===== config.mk =====
export PLATFORM = sky130hd
export DESIGN_NAME = alu_seq
export DESIGN_NICKNAME = d
export VERILOG_FILES = /design/src/rtl/alu_seq.sv
export SDC_FILE = /design/constraint.sdc
export NUM_CORES = 1
export LEC_CHECK = 0
export CAP_MARGIN = 20
export CORE_ASPECT_RATIO = 0.8
export CORE_MARGIN = 5
export CORE_UTILIZATION = 61
export DETAILED_ROUTE_END_ITERATION = 6
export HOLD_SLACK_MARGIN = 0.02
export MAX_ROUTING_LAYER = met4
export PLACE_DENSITY = 0.82
export SLEW_MARGIN = 20
export SYNTH_ARGS = -nofsm -noshare
export SYNTH_HDL_FRONTEND = slang
export SYNTH_SLANG_ARGS = --single-unit

===== constraint.sdc =====
create_clock -name clk -period 1.1 [get_ports clk]
set_input_delay 0.22 -clock clk [delete_from_list [all_inputs] [get_ports clk]]
set_output_delay 0.22 -clock clk [all_outputs]
set_load 0.05 [all_outputs]

===== src/rtl/alu_seq.sv =====
// Registered ALU with start/ready/done handshake; single-cycle logic/shift ops plus
// optional iterative unsigned multiply/divide, built only when ALU_MULDIV_EN is defined.
module alu_seq #(
  parameter  int WIDTH = 32,
  localparam int SHW   = $clog2(WIDTH)
) (
  input  logic             clk,
  input  logic             reset,
  input  logic             start,
  input  logic [WIDTH-1:0] A,
  input  logic [WIDTH-1:0] B,
  input  logic [3:0]       control,
  output logic             ready,
  output logic             done,
  output logic [WIDTH-1:0] Y,
  output logic             Zero
);

`ifdef ALU_MULDIV_EN
  localparam int CW = $clog2(WIDTH) + 1;

  typedef enum logic [1:0] {IDLE, CALC, DONE} state_t;
`else
  typedef enum logic {IDLE, DONE} state_t;
`endif

  state_t           state_q, state_d;
  logic [WIDTH-1:0] y_q, y_d;
  logic             zero_q, zero_d;
  logic [WIDTH-1:0] alu_res;
  logic [SHW-1:0]   shamt;

  assign shamt = B[SHW-1:0];

  always_comb begin
    alu_res = '0;
    case (control)
      4'b0000: alu_res = A & B;
      4'b0001: alu_res = A | B;
      4'b0010: alu_res = A + B;
      4'b0110: alu_res = A - B;
      4'b0111: alu_res = {{(WIDTH-1){1'b0}}, ($signed(A) < $signed(B))};
      4'b1100: alu_res = ~(A | B);
      4'b0100: alu_res = A << shamt;
      4'b0101: alu_res = A >> shamt;
      4'b0011: alu_res = $signed(A) >>> shamt;
      default: alu_res = '0;
    endcase
  end

`ifdef ALU_MULDIV_EN
  // prod_q is the product during multiply and {remainder, quotient} during divide
  logic [2*WIDTH-1:0] prod_q, prod_d;
  logic [CW-1:0]      count_q, count_d;
  logic [1:0]         op_q, op_d;
  logic [WIDTH-1:0]   b_q, b_d;
  logic [WIDTH:0]     mul_sum, div_top, div_diff;
  logic               div_ge;
  logic               is_muldiv;
  logic [WIDTH-1:0]   md_res;

  assign is_muldiv = (control[3:2] == 2'b10);
  assign mul_sum   = {1'b0, prod_q[2*WIDTH-1:WIDTH]} + (prod_q[0] ? {1'b0, b_q} : '0);
  assign div_top   = prod_q[2*WIDTH-1:WIDTH-1];
  assign div_diff  = div_top - {1'b0, b_q};
  assign div_ge    = (div_top >= {1'b0, b_q});
  assign md_res    = op_q[0] ? prod_q[2*WIDTH-1:WIDTH] : prod_q[WIDTH-1:0];

  always_comb begin
    state_d = state_q;
    y_d     = y_q;
    zero_d  = zero_q;
    prod_d  = prod_q;
    count_d = count_q;
    op_d    = op_q;
    b_d     = b_q;
    case (state_q)
      CALC: begin
        if (count_q == CW'(WIDTH)) begin
          y_d     = md_res;
          zero_d  = (md_res == '0);
          state_d = DONE;
        end else begin
          count_d = count_q + CW'(1);
          if (!op_q[1]) begin
            prod_d = {mul_sum, prod_q[WIDTH-1:1]};
          end else if (div_ge) begin
            prod_d = {div_diff[WIDTH-1:0], prod_q[WIDTH-2:0], 1'b1};
          end else begin
            prod_d = {div_top[WIDTH-1:0], prod_q[WIDTH-2:0], 1'b0};
          end
        end
      end
      default: begin
        state_d = IDLE;
        if (start) begin
          if (is_muldiv) begin
            op_d    = control[1:0];
            b_d     = B;
            prod_d  = {{WIDTH{1'b0}}, A};
            count_d = '0;
            state_d = CALC;
          end else begin
            y_d     = alu_res;
            zero_d  = (alu_res == '0);
            state_d = DONE;
          end
        end
      end
    endcase
  end

  always_ff @(posedge clk or posedge reset) begin
    if (reset) begin
      prod_q  <= '0;
      count_q <= '0;
      op_q    <= '0;
      b_q     <= '0;
    end else begin
      prod_q  <= prod_d;
      count_q <= count_d;
      op_q    <= op_d;
      b_q     <= b_d;
    end
  end

  assign ready = (state_q != CALC);
`else
  always_comb begin
    state_d = IDLE;
    y_d     = y_q;
    zero_d  = zero_q;
    if (start) begin
      y_d     = alu_res;
      zero_d  = (alu_res == '0);
      state_d = DONE;
    end
  end

  assign ready = 1'b1;
`endif

  always_ff @(posedge clk or posedge reset) begin
    if (reset) begin
      state_q <= IDLE;
      y_q     <= '0;
      zero_q  <= 1'b1;
    end else begin
      state_q <= state_d;
      y_q     <= y_d;
      zero_q  <= zero_d;
    end
  end

  assign done = (state_q == DONE);
  assign Y    = y_q;
  assign Zero = zero_q;

endmodule

==> results of run 1 <==
cells in the mapped netlist (9+ instances only):
cell type	number	area, um^2
a211oi_1	34	255
a21o_1	21	158
a21oi_1	126	631
a22oi_1	40	300
a31oi_1	26	163
buf_1	11	41.3
buf_2	27	135
clkbuf_1	94	353
dfrtp_1	33	826
ha_1	98	1230
inv_1	100	375
mux2_2	45	507
mux2i_1	48	480
mux4_2	48	1080
nand2_1	133	499
nand2b_1	20	125
nand3_1	34	170
nand4_1	17	106
nor2_1	121	454
nor2b_1	16	100
nor3_1	40	200
nor4_1	17	106
o211ai_1	43	323
o21a_1	14	105
o21ai_0	68	340
o22a_1	12	105
o22ai_1	32	200
o31a_1	11	96.3
o31ai_1	15	113
or2_2	9	56.3
or3_1	9	56.3
xnor2_1	17	149
metrics by stage:
step | TNS (ns) | setup slack, ns | utilization [%] | instance area [um^2] | hold slack (ns)
3_5_place_dp | -80.70 | -3.33 | 94.3 | 17200 | 0.453
3_3_place_gp | -73.68 | -3.08 | 94.3 | 17200 | 0.435
2_1_floorplan | -51.17 | -2.56 | - | 11800 | 0.251
kinds of logic after synthesis:
logic type | share of synthesized area [%]
multiplexers | 18.6
other | 0.0329
adder cells (fa/ha/maj) | 11.1
AND/OR/NAND/NOR | 19.2
AO/OA/AOI/OAI | 33.3
buffers and inverters | 8.79
XOR/XNOR | 1.53
flip-flops | 7.47
==> results.py, run 1 <==
metrics = {
    "clocking": {
        "cts_setup_buffers": 166,
        "cts_root_buf": "clkbuf_16",
        "h-tree-depth": 2,
        "cts_made_buffers": 5,
        "cts.sinks": 34,
        "clock_path_buffers": 2,
        "postCtsHoldBufs": 0,
        "post_cts_resized": 855,
    },
    "synthesis": {
        "synth_edf_count": 0,
        "ys_dominant_reg_cell": "dfrtp_1",
        "synth-async-reset-ratio_pct": 100,
        "yosysSeqAreaShare_pct": 7.47,
        "synth-seq-cells": 34,
        "netlist_area_mm2": 0.0114,
        "avgSynthCellArea_um2": 7.35,
        "netlist_instances": 1552,
        "synth_warnings": 0,
        "synth.distinct_cells": 86,
        "synth.net_count": 1723,
    },
    "die": {
        "initial_core_util_pct": 62.4,
        "io_pins": 106,
        "rows": 44,
        "die_x_um": 163,
        "die_h_um": 132,
    },
    "outcome": {
        "error_line": "[ERROR DPL-0038] Utilization greater than 100%, impossible to legalize",
        "status": "did not finish",
        "lastStage": "clock tree synthesis",
    },
    "placement": {
        "io_buffers": 104,
        "dp_cells": 2356,
        "gp_congestion": 1.33,
        "dp_hpwl_um": 54900,
    },
}
==> inputs of run 2 (changes only) <==
CORE_ASPECT_RATIO = unset   (was 0.8)
CORE_UTILIZATION = 40   (was 61)
HOLD_SLACK_MARGIN = unset   (was 0.02)
MAX_ROUTING_LAYER = unset   (was met4)
PLACE_DENSITY = unset   (was 0.82)
PLACE_DENSITY_LB_ADDON = 0.15   (was unset)
==> run 2 against run 1 <==
Effect of this change: the flow now finishes, with violations (setup timing); synthesized cell count unchanged; synthesized area stayed put.
==> results.py, run 2 <==
metrics = {
    "synthesis": {
        "synth_warnings": 0,
        "synth.distinct_cells": 86,
        "netlist_instances": 1552,
        "synth-seq-cells": 34,
        "synth_edf_count": 0,
        "yosysSeqAreaShare_pct": 7.47,
        "netlist_top_cells_count": "nand2_1 (133), a21oi_1 (126), nor2_1 (121), inv_1 (100), ha_1 (98)",
        "netlist.area_leader.share_pct": 10.7,
        "synth-async-reset-ratio_pct": 100,
        "avgSynthCellArea_um2": 7.35,
        "synth.net_count": 1723,
        "netlist_area_mm2": 0.0114,
        "yosysMostFrequentCell": "nand2_1",
        "synth_top_area_cell": "ha_1",
        "ys_dominant_reg_cell": "dfrtp_1",
        "synthTopCellsByArea": "ha_1 (11%), mux4_2 (9.5%), dfrtp_1 (7.2%)",
    },
    "die": {
        "die_x_um": 179,
        "io_pins": 106,
        "rows": 61,
        "die_h_um": 179,
        "coreArea_mm2": 0.0280,
        "initial_core_util_pct": 40.7,
        "fp.dieArea_mm2": 0.0320,
    },
    "power": {
        "switchingPower_mw": 7.15,
        "p_per_area_mw_per_mm2": 734,
        "switching_share_pct": 45.2,
        "seq_power_share_pct": 10.4,
        "clkPwrFrac_pct": 10.3,
        "p_leak_nw": 9.70,
        "combPwrFrac_pct": 79.3,
        "intPower_mw": 8.66,
        "peakVddDrop_mv": 0.830,
    },
    "clocking": {
        "cts_tree": "built",
        "cts.sinks": 34,
        "clk_pin_slew_ns": 0.06,
        "cts_root_buf": "clkbuf_16",
        "h-tree-depth": 2,
        "clk-insertion-delay-late_ns": 0.28,
        "cts_made_buffers": 5,
        "clock_path_buffers": 2,
    },
    "route": {
        "antenna_left": 0,
        "dr.pass1.iters": 6,
        "num_vias": 17397,
        "via_per_inst": 6.41,
        "detail_route.wl_per_cell_um": 26.2,
        "drt-initial-drc-count": 2308,
        "wl_um": 71100,
        "drc": 0,
    },
    "grt": {
        "grt_pass1_vias": 16849,
        "grt_pass1_wl_um": 102000,
        "grt_max_degree": 54,
        "met1_usage_pct": 52.8,
        "grt_most_used_layer": "met2",
        "grt_use_met3_pct": 7.76,
        "grt_usage_pct": 41.7,
        "grt.met2_usage_pct": 67.7,
        "antenna_found_initial": 0,
        "gr-total-overflow": 0,
    },
    "placement": {
        "postPlaceCellArea_mm2": 0.0180,
        "gp_congestion": 1.06,
        "dp_hpwl_um": 52900,
        "dp_cells": 2550,
        "io_buffers": 104,
    },
    "worst_setup_path": {
        "critPathArrivalTime_ns": 3.81,
        "crit_path_top_delay_cell": "or4b_4",
        "rr_worst_depth": 2,
        "cpLargestDelayFamily": "compound AO/OA/AOI/OAI gates",
        "worstPathCellList": "buf_12, buf_8, buf_6, ha_4, buf_6, buf_6, o21bai_4, o211ai_1, buf_4, a21oi_4, o31a_1, o21ai_1, o211ai_1, o311ai_2, or4b_4, nor4_4, nand4_1, o32ai_2",
        "end_kind": "register",
        "critPathMaxFanout": 6,
        "cp.required_ns": 1.30,
        "critPathLaunchType": "primary input",
        "path_depth": 18,
        "worst-setup-path-type": "primary input to register",
        "critPathMostFrequentCell": "buf_6",
        "critPathBufInv": 6,
        "max_stage_delay_ns": 0.57,
    },
    "layout": {
        "largest_reg_flops": 32,
        "postLayoutCellArea_mm2": 0.0215,
        "fillCellCount": 1993,
        "drive_above_1_share_pct": 56.5,
        "layout_commonest_cell": "buf_4",
        "stdcell_count": 2712,
        "antenna_cells": 0,
        "final_cell_mix": "buf_4 (708), nand2_1 (123), nor2_1 (106), buf_6 (93), a21oi_1 (73)",
        "syn_to_final_growth_pct": 88.7,
        "nets": 2504,
    },
    "timing": {
        "period_needed_ns": 3.61,
        "finalClockSkew_ns": 0,
        "setup_ws_ns": -2.51,
        "fmax_mhz": 277,
        "slew_headroom_pct": 53.5,
        "setup_violations": 34,
        "setup-tns-final_ns": -53.26,
        "fin_crit_sh_pct": 328,
        "grt_setup_unrepaired": "yes",
        "hold_viol": 0,
        "finalMaxSlewViolations": 0,
        "tightest_slew_ns": 0.697,
    },
    "worst_hold_path": {
        "hold_class": "primary input to asynchronous set/reset pin",
    },
    "outcome": {
        "violations": "setup timing",
        "status": "finished, violations left",
    },
    "run": {
        "cap_violations": 0,
    },
}
==> run 2: through the flow <==
stage / util [%] / setup WS [ns] / power, mW / hold WS (ns)
floorplan: - / -2.56 / 6.34 / 0.251
global placement: 64.1 / -3.30 / 11.5 / 0.509
detailed placement: 64.1 / -3.34 / 11.6 / 0.521
CTS: 74.4 / -2.42 / 14.9 / 0.277
global route: 76.9 / -2.60 / 16.4 / 0.298
finish: 76.9 / -2.51 / 15.8 / 0.270
==> run 2: power groups by stage <==
stage                     sequential (mW)  combinational, mW  clock [mW]
after CTS                            1.65               11.6        1.65
after global placement               1.66               9.81           0
after detailed placement             1.67               9.90           0
final                                1.65               12.5        1.63
after global routing                 1.67               13.0        1.73
after floorplan                      2.20               4.14           0
==> run 2: kinds of logic after synthesis <==
logic type	synth area share [%]
buffers and inverters	8.79
AOI/OAI and AO/OA	33.3
xor gates and xnor gates	1.53
adders and majority gates	11.1
other	0.0329
muxes	18.6
DFF	7.47
and+or+nand+nor	19.2
==> run 2: worst paths after layout <==
kind	from	to	slack, ns
worst max-delay path	B[0]	Zero	-2.51
worst min-delay path	reset	Y[29]	0.27
worst max register to register	Y[18]	Y[18]	0.17
worst min register to register	Zero	Zero	0.53
max in group asynchronous	reset	Zero	0.59
min in group clk	Zero	Zero	0.53
==> run 2: worst reg2reg max path, cell delays in order (launching register included) <==
cell and delay, ns:
dfrtp_1 0.41, buf_4 0.15, mux2_4 0.26
==> run 2: area by class of cell <==
class | instances | area [um^2] | share of cell area, %
multi-input cells | 1275 | 11600 | 54.0
clock buffers | 5 | 125 | 0.581
well taps | 378 | 473 | 2.20
clock inverters | 3 | 45.0 | 0.209
flip-flops and latches | 34 | 852 | 3.96
repair buffers | 915 | 7970 | 37.0
inverters | 102 | 434 | 2.02
==> run 2: layer usage <==
metal  share of wire [%]  up-vias
li1                    -     7463
met1                  38     8284
met2                  44     1310
met3                  10      340
met4                 7.9        0
met5                   0        -
==> run 2: repair_timing <==
item                       in CTS  in global routing
gates resized for setup       595                123
hold buffers                    0                  0
hold endpoints to repair        0                  0
pin swaps                     162                119
setup endpoints to repair      35                 55
gates cloned                    1                  0
buffers inserted              126                 60
(Power assumes the default switching activity.)
